## config.mk

```make
export PLATFORM = sky130hd
export DESIGN_NAME = sprite_engine_flat
export DESIGN_NICKNAME = d
export VERILOG_FILES = /design/src/rtl/sprite_engine_pkg.sv /design/src/rtl/sprite_engine_if.sv /design/src/rtl/sprite_engine_slot.sv /design/src/rtl/sprite_engine.sv /design/src/flat_wrapper.sv
export SDC_FILE = /design/constraint.sdc
export NUM_CORES = 1
export LEC_CHECK = 0
export BUFFER_PORTS_ARGS = -buffer_cell sky130_fd_sc_hd__buf_2
export CAP_MARGIN = 20
export CORE_ASPECT_RATIO = 1.2
export CORE_MARGIN = 4
export CORE_UTILIZATION = 60
export DETAILED_ROUTE_END_ITERATION = 12
export PLACE_DENSITY = 0.8
export SLEW_MARGIN = 10
export SYNTH_ARGS = -nofsm -noshare
export SYNTH_HDL_FRONTEND = slang
export SYNTH_SLANG_ARGS = --single-unit
```

## constraint.sdc

```tcl
create_clock -name clk -period 3.75 [get_ports clk]
set_input_delay 0.375 -clock clk [delete_from_list [all_inputs] [get_ports clk]]
set_output_delay 0.375 -clock clk [all_outputs]
set_load 0.03 [all_outputs]
```

## src/rtl/sprite_engine_pkg.sv

```systemverilog
// Shared constants for the sprite engine: register map, ATTR bit layout,
// pipeline depth and a register-offset decoder.
package sprite_pkg;

  localparam logic [3:0] ROW_BASE = 4'd0;
  localparam logic [3:0] REG_X    = 4'd12;
  localparam logic [3:0] REG_Y    = 4'd13;
  localparam logic [3:0] REG_ATTR = 4'd14;
  localparam logic [3:0] REG_COLL = 4'd15;

  localparam int unsigned ENABLE    = 0;
  localparam int unsigned HFLIP     = 1;
  localparam int unsigned VFLIP     = 2;
  localparam int unsigned COLOR_LSB = 4;

  localparam int unsigned PIPE_LATENCY = 3;

  typedef enum logic [2:0] {
    KIND_ROW,
    KIND_X,
    KIND_Y,
    KIND_ATTR,
    KIND_COLL,
    KIND_NONE
  } reg_kind_e;

  // Classify a per-sprite register offset; rows beyond the bitmap height are holes.
  function automatic reg_kind_e decode_off(input logic [3:0] off, input logic [3:0] rows);
    case (off)
      REG_X:    return KIND_X;
      REG_Y:    return KIND_Y;
      REG_ATTR: return KIND_ATTR;
      REG_COLL: return KIND_COLL;
      default:  return ((off - ROW_BASE) < rows) ? KIND_ROW : KIND_NONE;
    endcase
  endfunction

endpackage

```

## src/rtl/sprite_engine_if.sv

```systemverilog
// CPU register bus of the sprite engine.
interface sprite_engine_if #(
  parameter int ID_W = 2
);
  logic            cs;
  logic            rw;
  logic [ID_W+3:0] addr;
  logic [7:0]      di;
  logic [7:0]      dout;

  modport master (output cs, rw, addr, di, input dout);
  modport slave  (input cs, rw, addr, di, output dout);
endinterface

```

## src/rtl/sprite_engine_slot.sv

```systemverilog
// One sprite slot: its registers, the S1 offset stage, the S2 hit stage
// and its sticky collision flag.
module sprite_slot
  import sprite_pkg::*;
#(
  parameter int SPRITE_H = 8,
  parameter int COLOR_W  = 4
) (
  input  logic               clk,
  input  logic               reset,
  input  logic               we_i,
  input  logic [3:0]         off_i,
  input  logic [7:0]         di_i,
  output logic [7:0]         rdata_o,
  input  logic [7:0]         hpos_i,
  input  logic [6:0]         vpos_i,
  input  logic               coll_set_i,
  input  logic               coll_clr_i,
  output logic               hit_o,
  output logic [COLOR_W-1:0] color_o
);

  localparam logic [7:0] H8 = 8'(SPRITE_H);

  logic [7:0] bitmap_q [SPRITE_H];
  logic [7:0] x_q, y_q, attr_q;
  logic       coll_q;
  logic [7:0] dx_d, dy_d, dx_q, dy_q;
  logic       hit_d, hit_q;
  logic       in_range;
  logic [7:0] row_idx, row_bits;
  logic [2:0] col_idx;
  logic [3:0] row_off;
  reg_kind_e  kind;

  assign kind    = decode_off(off_i, 4'(SPRITE_H));
  assign row_off = off_i - ROW_BASE;

  // Bitmap and position registers are deliberately left out of reset.
  always_ff @(posedge clk) begin
    if (we_i) begin
      if (kind == KIND_X) x_q <= di_i;
      if (kind == KIND_Y) y_q <= di_i;
      if (kind == KIND_ROW) begin
        for (int unsigned r = 0; r < SPRITE_H; r++) begin
          if (row_off == 4'(r)) bitmap_q[r] <= di_i;
        end
      end
    end
  end

  // ATTR resets to zero so every sprite starts disabled.
  always_ff @(posedge clk or negedge reset) begin
    if (!reset) attr_q <= '0;
    else if (we_i && kind == KIND_ATTR) attr_q <= di_i;
  end

  // Sticky collision flag; a set in the same cycle as a clear wins.
  always_ff @(posedge clk or negedge reset) begin
    if (!reset) coll_q <= 1'b0;
    else if (coll_set_i) coll_q <= 1'b1;
    else if (coll_clr_i || (we_i && kind == KIND_COLL)) coll_q <= 1'b0;
  end

  // Register read-back for the CPU read mux.
  always_comb begin
    rdata_o = '0;
    case (kind)
      KIND_ROW: begin
        for (int unsigned r = 0; r < SPRITE_H; r++) begin
          if (row_off == 4'(r)) rdata_o = bitmap_q[r];
        end
      end
      KIND_X:    rdata_o = x_q;
      KIND_Y:    rdata_o = y_q;
      KIND_ATTR: rdata_o = attr_q;
      KIND_COLL: rdata_o = {7'd0, coll_q};
      default:   rdata_o = '0;
    endcase
  end

  // S1: beam offset relative to the sprite origin, modulo 256.
  always_comb begin
    dx_d = hpos_i - x_q;
    dy_d = {1'b0, vpos_i} - y_q;
  end

  // S1 register.
  always_ff @(posedge clk or negedge reset) begin
    if (!reset) begin
      dx_q <= '0;
      dy_q <= '0;
    end else begin
      dx_q <= dx_d;
      dy_q <= dy_d;
    end
  end

  // S2: range test, flips and bitmap lookup.
  always_comb begin
    in_range = attr_q[ENABLE] && (dx_q < 8'd8) && (dy_q < H8);
    row_idx  = attr_q[VFLIP] ? (H8 - 8'd1 - dy_q) : dy_q;
    col_idx  = attr_q[HFLIP] ? (3'd7 - dx_q[2:0]) : dx_q[2:0];
    row_bits = '0;
    for (int unsigned r = 0; r < SPRITE_H; r++) begin
      if (row_idx == 8'(r)) row_bits = bitmap_q[r];
    end
    hit_d = in_range && row_bits[col_idx];
  end

  // S2 register.
  always_ff @(posedge clk or negedge reset) begin
    if (!reset) hit_q <= 1'b0;
    else hit_q <= hit_d;
  end

  assign hit_o   = hit_q;
  assign color_o = attr_q[COLOR_LSB +: COLOR_W];

endmodule

```

## src/rtl/sprite_engine.sv

```systemverilog
// Multi-sprite generator: address decode, read mux, collision detect and
// the final lowest-index-wins priority stage over NUM_SPRITES slots.
module sprite_engine
  import sprite_pkg::*;
#(
  parameter int NUM_SPRITES = 4,
  parameter int SPRITE_H    = 8,
  parameter int COLOR_W     = 4,
  parameter int ID_W        = 2
) (
  input  logic               clk,
  input  logic               reset,
  sprite_engine_if.slave     bus,
  input  logic [7:0]         hpos,
  input  logic [6:0]         vpos,
  input  logic               vsync,
  output logic               pixel,
  output logic [COLOR_W-1:0] color,
  output logic [ID_W-1:0]    sprite_id
);

  logic [3:0]             off;
  logic [ID_W-1:0]        idx;
  logic [NUM_SPRITES-1:0] we_vec, hit_vec, coll_set;
  logic [7:0]             slot_rdata [NUM_SPRITES];
  logic [COLOR_W-1:0]     slot_color [NUM_SPRITES];
  logic [7:0]             rdata_sel, dout_q;
  logic                   vsync_q, vsync_rise, multi_hit;
  logic                   pixel_d, pixel_q, found;
  logic [COLOR_W-1:0]     color_d, color_q;
  logic [ID_W-1:0]        id_d, id_q;

  assign off = bus.addr[3:0];
  assign idx = bus.addr[ID_W+3:4];

  for (genvar i = 0; i < NUM_SPRITES; i++) begin : g_slot
    sprite_slot #(
      .SPRITE_H (SPRITE_H),
      .COLOR_W  (COLOR_W)
    ) u_slot (
      .clk        (clk),
      .reset      (reset),
      .we_i       (we_vec[i]),
      .off_i      (off),
      .di_i       (bus.di),
      .rdata_o    (slot_rdata[i]),
      .hpos_i     (hpos),
      .vpos_i     (vpos),
      .coll_set_i (coll_set[i]),
      .coll_clr_i (vsync_rise),
      .hit_o      (hit_vec[i]),
      .color_o    (slot_color[i])
    );
  end

  // Sprite-index decode; indices with no slot select nothing and read as 0.
  always_comb begin
    we_vec    = '0;
    rdata_sel = '0;
    for (int unsigned i = 0; i < NUM_SPRITES; i++) begin
      if (idx == ID_W'(i)) begin
        we_vec[i] = bus.cs && bus.rw;
        rdata_sel = slot_rdata[i];
      end
    end
  end

  // Registered read data, held while no read is in progress.
  always_ff @(posedge clk or negedge reset) begin
    if (!reset) dout_q <= '0;
    else if (bus.cs && !bus.rw) dout_q <= rdata_sel;
  end

  assign bus.dout = dout_q;

  // Delayed vsync for rising-edge detection.
  always_ff @(posedge clk or negedge reset) begin
    if (!reset) vsync_q <= 1'b0;
    else vsync_q <= vsync;
  end

  assign vsync_rise = vsync && !vsync_q;

  // Two or more hits at once flag every hitting sprite.
  always_comb begin
    multi_hit = |(hit_vec & (hit_vec - NUM_SPRITES'(1)));
    coll_set  = multi_hit ? hit_vec : '0;
  end

  // S3: lowest-index hitting sprite wins.
  always_comb begin
    found   = 1'b0;
    color_d = '0;
    id_d    = '0;
    for (int unsigned i = 0; i < NUM_SPRITES; i++) begin
      if (hit_vec[i] && !found) begin
        found   = 1'b1;
        color_d = slot_color[i];
        id_d    = ID_W'(i);
      end
    end
    pixel_d = found;
  end

  // S3 output register.
  always_ff @(posedge clk or negedge reset) begin
    if (!reset) begin
      pixel_q <= 1'b0;
      color_q <= '0;
      id_q    <= '0;
    end else begin
      pixel_q <= pixel_d;
      color_q <= color_d;
      id_q    <= id_d;
    end
  end

  assign pixel     = pixel_q;
  assign color     = color_q;
  assign sprite_id = id_q;

endmodule

```

## src/flat_wrapper.sv

```systemverilog
// flat-port wrapper written by rule: the top's interface ports become plain ports
module sprite_engine_flat import sprite_pkg::*;
#(
  parameter int NUM_SPRITES = 4,
  parameter int SPRITE_H    = 8,
  parameter int COLOR_W     = 4,
  parameter int ID_W        = 2
)
  (clk, reset, hpos, vpos, vsync, pixel, color, sprite_id, bus_cs, bus_rw, bus_addr, bus_di, bus_dout);
  sprite_engine_if #(.ID_W(ID_W)) bus_i ();
  input  logic clk;
  input  logic reset;
  input  logic [7:0] hpos;
  input  logic [6:0] vpos;
  input  logic vsync;
  output logic pixel;
  output logic [COLOR_W-1:0] color;
  output logic [ID_W-1:0] sprite_id;
  input wire logic [$bits(bus_i.cs)-1:0] bus_cs;
  input wire logic [$bits(bus_i.rw)-1:0] bus_rw;
  input wire logic [$bits(bus_i.addr)-1:0] bus_addr;
  input wire logic [$bits(bus_i.di)-1:0] bus_di;
  output wire logic [$bits(bus_i.dout)-1:0] bus_dout;
  assign bus_i.cs = bus_cs;
  assign bus_i.rw = bus_rw;
  assign bus_i.addr = bus_addr;
  assign bus_i.di = bus_di;
  assign bus_dout = bus_i.dout;
  sprite_engine #(.NUM_SPRITES(NUM_SPRITES), .SPRITE_H(SPRITE_H), .COLOR_W(COLOR_W), .ID_W(ID_W)) u_core (.clk(clk), .reset(reset), .bus(bus_i), .hpos(hpos), .vpos(vpos), .vsync(vsync), .pixel(pixel), .color(color), .sprite_id(sprite_id));
endmodule
```

==> impl_metrics.ini, run 1 <==
[outcome]
status = completed

[yosys]
synth_compound_area_frac = 0.1611
yosysSeqAreaShare = 0.5425
ys_types = 96
syn_nets = 2027
yosys.area_share.adder = 0.03918
synth-simple-area-share = 0.1033
syn_area_sq_um = 23250
synthArstFlopShare = 0.2727
yosys_warnings = 0
synthMuxAreaShare = 0.09089
yosys_register_bits = 440
syn_avg_cell_area_sq_um = 12.08
synth-edff-count = 320
synth_top_family_by_area = compound AO/OA/AOI/OAI gates
synth-main-ff-cell = edfxtp_1
synth_xor_area_frac = 0.02411
synth_cells = 1925

[global_route]
grt_pass1_wl_mm = 108.5
globalRouteTotalUtil = 0.3433
grt_pass1_vias = 17578
grt.overflow.total = 0
antenna_found_initial = 3
grt_max_degree = 70

[min_path]
hold_class = in2reg
holdPathStages = 3

[setup_path]
setup.worst_path.end_class = flip-flop
cp_max_fo = 27
rr_worst_depth = 8
start_kind = flip-flop
worstSetupPathType = reg2reg
cp_data_arrival_time_ns = 3.65
required_ns = 4.18

[cells_and_area]
drive_gt1_frac = 0.1585
mostFrequentLayoutCells = 320 x edfxtp_1, 132 x nor2_1, 120 x dfrtp_1
design_area_sq_um = 25730
area_growth_pct = 10.67
antenna_cells = 0
stdcell_count = 2499
nNetsFinal = 2087
final_common_cell = edfxtp_1
finalCoreUtilization = 0.6760

[die]
io_pins = 49
die_w_um = 187.7
core-area_sq_um = 38060
start_util = 0.6108
design.die.area_sq_um = 41980
die-height_um = 223.6
num_rows = 78

[cts]
cts_tree = yes
clock_latency_ns = 0.56
root_buffer = clkbuf_16
clk_pin_slew_ns = 0.06
numCtsBuffers = 45
clk_path_buf_depth = 3
htreeDepth = 2
cts_sinks = 440

[drt]
drc = 0
wl_per_cell_um = 29.42
drt_wl_total_mm = 73.51
vias = 17941
drt_pre_antenna_iters = 7
ant_nets = 0
drtIter0Drc = 2445
via_per_inst = 7.179

[sta]
fin_setup_tns_ns = 0
tightest_slew_ns = 1.135
hold_viol = 0
fin_crit_ns = 3.223
slew_headroom = 0.2431
rsz0062_at_grt = no
setup_viol = 0
timing.hold.ws_ns = 0.2619
clock.fmax_mhz = 310.2
finClkSkew_ns = 0.01915
post-route-period-util = 0.8595
drv_slew = 0

[place]
place_inst = 2414
hpwl_mm = 52.32
place_area_sq_um = 24150
portBuffers = 48
place.gp.congestion = 1.022

[pwr]
ir_worst_vdd_v = 0.0004354
powerDensity_nw_per_um2 = 448.6
leakage_nw = 9.678

[job]
cap_violations = 0
==> synth_stat cells, types with 10 or more instances <==
cell         n  area (sq um)
o22ai_1     30         187.7
a22o_1      23         201.4
edfxtp_1   320          9609
a21oi_1    115         575.6
o211ai_1    14         105.1
a21boi_0    10         75.07
a222oi_1    12         120.1
xor2_1      18         157.7
o21ai_0     88         440.4
a221o_1     14         140.1
a221oi_1    29         254.0
o221ai_1    12         105.1
inv_1      116         435.4
nand2b_1    27         168.9
mux4_2      44         991.0
nand3_1     28         140.1
nor3b_1     14         105.1
xnor2_1     46         402.9
a21o_1      17         127.6
nor4_1      10         62.56
a2111oi_0   11         96.34
clkbuf_1    41         153.9
nor2_1     132         495.5
mux2i_1     48         480.5
ha_1        60         750.7
nor2b_1     46         287.8
a22oi_1     54         405.4
a211oi_1    10         75.07
nand2_1     89         334.1
and3_1      17         106.4
buf_2       33         165.2
mux2_2      56         630.6
nor3_1      27         135.1
dfrtp_1    120          3003
==> report_power, final <==
part           internal [mW]  leakage [nW]  total, mW  switching (mW)
logic                  0.509          4.56       1.36           0.851
clock network           2.74         0.745       4.64            1.90
registers               5.35          4.38       5.54           0.191
total                   8.60          9.68       11.5            2.95
==> what timing repair did <==
item	CTS	global route
resized for setup	0	0
endpoints found under the hold margin	69	0
hold buffers	2	0
setup buffers	0	0
==> metal layers <==
metal / routed length, um / vias to the layer above / track usage
met5: 24 / - / 0
met2: 35090 / 1322 / 0.5699
met1: 25090 / 8764 / 0.4248
met3: 7607 / 319 / 0.06141
li1: - / 7532 / -
met4: 5700 / 4 / 0.2032
==> worst paths after layout <==
check / startpoint / end / slack [ns]
max in group asynchronous: reset / u_core.g_slot[0].u_slot.dy_q[0] / 2.38
setup / recovery: u_core.g_slot[1].u_slot.dy_q[1] / u_core.g_slot[1].u_slot.hit_o / 0.53
min in group asynchronous: reset / u_core.g_slot[3].u_slot.dy_q[6] / 0.51
hold / removal: hpos[7] / u_core.g_slot[0].u_slot.dx_q[7] / 0.26
setup reg to reg: u_core.g_slot[1].u_slot.dy_q[1] / u_core.g_slot[1].u_slot.hit_o / 0.53
hold reg to reg: u_core.g_slot[0].u_slot.y_q[7] / u_core.g_slot[0].u_slot.dy_q[7] / 0.49
==> cells by family after synthesis <==
family	Yosys count
AOI/OAI and AO/OA	530
DFF	440
buffers and inverters	213
xor gates and xnor gates	64
muxes	149
adders and majority gates	68
and+or+nand+nor	461
==> flip-flops by register name, indices dropped and copies added (netlist names), 8 cells and up <==
| register | cells |
|---|---|
| u_core.g_slot.u_slot.bitmap_q | 256 |
| u_core.g_slot.u_slot.attr_q | 32 |
| u_core.g_slot.u_slot.dx_q | 32 |
| u_core.g_slot.u_slot.dy_q | 32 |
| u_core.g_slot.u_slot.x_q | 32 |
| u_core.g_slot.u_slot.y_q | 32 |
| u_core.bus.dout | 8 |
==> worst max-delay path, stage by stage (launching register included) <==
cell and delay [ns]:
dfrtp_1 0.95, nor2b_1 0.20, a21oi_1 0.84, o2111ai_1 0.19, a22oi_1 0.22, o22ai_1 0.12
a211oi_1 0.31, a31o_1 0.22, a41oi_2 0.04
==> per-stage QoR <==
stage | setup WS (ns) | power [mW]
global route | 0.4101 | 11.89
floorplan | 1.293 | 6.432
global placement | 0.7358 | 6.902
CTS | 0.6296 | 11.52
detailed placement | 0.6336 | 6.942
finish | 0.5267 | 11.54
==> cell type report <==
class,instances,area (sq um)
flip-flops and latches,440,12610
clock inverters,26,291.5
inverters,118,442.9
multi-input cells,1272,9774
repair buffers,108,783.3
well taps,480,600.6
clock buffers,55,1225
fillers,2745,12330
(Power assumes the default switching activity.)
==> inputs of run 2 (changes only) <==
Settings changed: CORE_MARGIN 4 to 1.5, CORE_UTILIZATION 60 to 35, PLACE_DENSITY 0.8 to 0.53, SETUP_SLACK_MARGIN from default to 0.1.
==> run 2 against run 1 <==
Against the previous run:
- combinational power hardly changed
- register-to-register slack better by 0.08 ns
- highest routed layer is now met4
- die area up 62%
- cell area grew 2.4%
- non-clock buffer count grew 23
- critical endpoint unchanged
- power grew 1.9%
- first-iteration DRC count decreased by 23%
- critical path depth did not move
- maximum frequency grew 2.6%
- clock power is 4% higher
- utilization is 27 points lower
==> impl_metrics.ini, run 2 (synthesis gave the netlist of run 1 again) <==
[outcome]
status = completed

[cells_and_area]
nNetsFinal = 2111
design_area_sq_um = 26360
area_growth_pct = 13.37
antenna_cells = 0
regMostFlops = u_core.g_slot.u_slot.bitmap_q
largest_reg_flops = 256
multi_input_area_sq_um = 9774
drive_gt1_frac = 0.1651
seq_area_sq_um = 12610
mostFrequentLayoutCells = 320 x edfxtp_1, 132 x nor2_1, 120 x dfrtp_1
final_common_cell = edfxtp_1
n_fill_cell = 6255

[pwr]
comb_power_share = 0.118
p_sw_mw = 3.057
powerDensity_nw_per_um2 = 446.3
swShare = 0.2599
power_frac_clock = 0.410
cell_internal_pwr_mw = 8.707
sequentialPowerShare = 0.471
ir_worst_vdd_v = 0.0003287
leakage_nw = 9.790

[drt]
vias = 17412
drtIter0Drc = 1890
drt_pre_antenna_iters = 8
drt_wl_total_mm = 82.33
ant_nets = 0
drc = 0
wl_per_cell_um = 28.52
via_per_inst = 6.031

[cts]
htreeDepth = 2
cts_tree = yes
cts-resized-gates = 0
clock_latency_ns = 0.60
cts_sinks = 440
root_buffer = clkbuf_16
clk_path_buf_depth = 3
clk_pin_slew_ns = 0.06
cts_setup_buffers = 0
numCtsBuffers = 46

[sta]
slew_headroom = 0.2784
tightest_slew_ns = 1.082
setup_viol = 0
rsz0062_at_grt = no
drv_slew = 0
fin_setup_tns_ns = 0
hold_viol = 0
fin_crit_ns = 3.143
post-route-period-util = 0.8381
timing.hold.ws_ns = 0.1278
clock.fmax_mhz = 318.2
finClkSkew_ns = 0.02833

[min_path]
hold_class = in2async

[setup_path]
cp_max_fo = 9
required_ns = 4.19
start_kind = flip-flop
setup.worst_path.end_class = flip-flop
cp_data_arrival_time_ns = 3.58
worstSetupPathType = reg2reg

[global_route]
antenna_found_initial = 0
grt_max_degree = 119
grt_pass1_wl_mm = 118.4
globalRouteTotalUtil = 0.2403
grt.overflow.total = 0
grt_pass1_vias = 16963

[die]
die_w_um = 238.3
die-height_um = 285.3
num_rows = 103
core-area_sq_um = 65730
io_pins = 49
start_util = 0.3537
design.die.area_sq_um = 67990

[place]
place_area_sq_um = 24740
hpwl_mm = 60.64
place.gp.congestion = 1.005
portBuffers = 48

[job]
cap_violations = 0
-- run 2: changes by cell type in the layout (fill, tap and decap cells not counted) --
cell / delta
clkbuf_1: +9
buf_4: +26
clkbuf_8: -2
inv_6: +2
clkinvlp_4: -1
clkinv_2: -6
clkinv_8: +1
bufinv_16: +1
clkinv_1: +1
buf_12: -4
clkbuf_16: +1
buf_6: +1
clkinv_4: -1
-- run 2: through the flow --
step | util | total power, mW | worst slack (ns) | std cells
6_report | 0.4010 | 11.76 | 0.6071 | 2887
3_3_place_gp | 0.3765 | 6.985 | 0.7291 | 2798
4_1_cts | 0.4006 | 11.83 | 0.6565 | 2886
2_1_floorplan | - | 6.432 | 1.293 | 1925
5_1_grt | 0.4010 | 12.14 | 0.5278 | 2887
3_5_place_dp | 0.3765 | 7.004 | 0.7084 | 2798
-- run 2: worst paths after layout --
path	slack [ns]	endpoint	cells past startpoint	startpoint
max	0.61	u_core.g_slot[1].u_slot.hit_o	8	u_core.g_slot[1].u_slot.attr_q[2]
min	0.13	u_core.sprite_id[1]	2	reset
max reg2reg	0.61	u_core.g_slot[1].u_slot.hit_o	8	u_core.g_slot[1].u_slot.attr_q[2]
min reg2reg	0.52	u_core.g_slot[0].u_slot.attr_q[3]	1	u_core.g_slot[0].u_slot.attr_q[3]
max in group asynchronous	2.75	u_core.g_slot[3].u_slot.dy_q[2]	3	reset
min in group clk	0.24	u_core.g_slot[0].u_slot.dx_q[7]	3	hpos[7]
-- run 2: layout make-up --
class                   instances  area share
inverters                     118     0.01680
clock inverters                23     0.01187
multi-input cells            1272      0.3708
well taps                     840     0.03987
clock buffers                  63     0.04766
repair buffers                131     0.03451
flip-flops and latches        440      0.4785
-- run 2: worst max-delay path, stage by stage (launching register included) --
cell and delay [ns]:
dfrtp_1 0.65, nor3b_1 0.68, or2_1 0.48, mux2_1 0.36, a22oi_1 0.15, a21oi_1 0.09, mux2_2 0.31, nand3_1 0.09
a41oi_2 0.14
-- run 2: power by group through the flow --
stage | logic, mW | clock network (mW) | registers, mW
floorplan | 0.887 | 0 | 5.54
finish | 1.39 | 4.82 | 5.55
global route | 1.49 | 5.10 | 5.55
detailed placement | 1.36 | 0 | 5.64
global placement | 1.35 | 0 | 5.64
CTS | 1.37 | 4.92 | 5.54
-- run 2: layer usage --
layer / vias up / track usage / part of all wire
met5: - / 0 / 0
met4: 0 / 0.1263 / 0.059
met3: 192 / 0.03301 / 0.059
met2: 775 / 0.4136 / 0.49
met1: 8866 / 0.2922 / 0.39
li1: 7579 / - / -
-- run 2: repair_timing --
item                                    4_1_cts  5_1_grt
hold buffers                                  2        0
endpoints found under the setup margin        0        0
hold endpoints to repair                    121        0
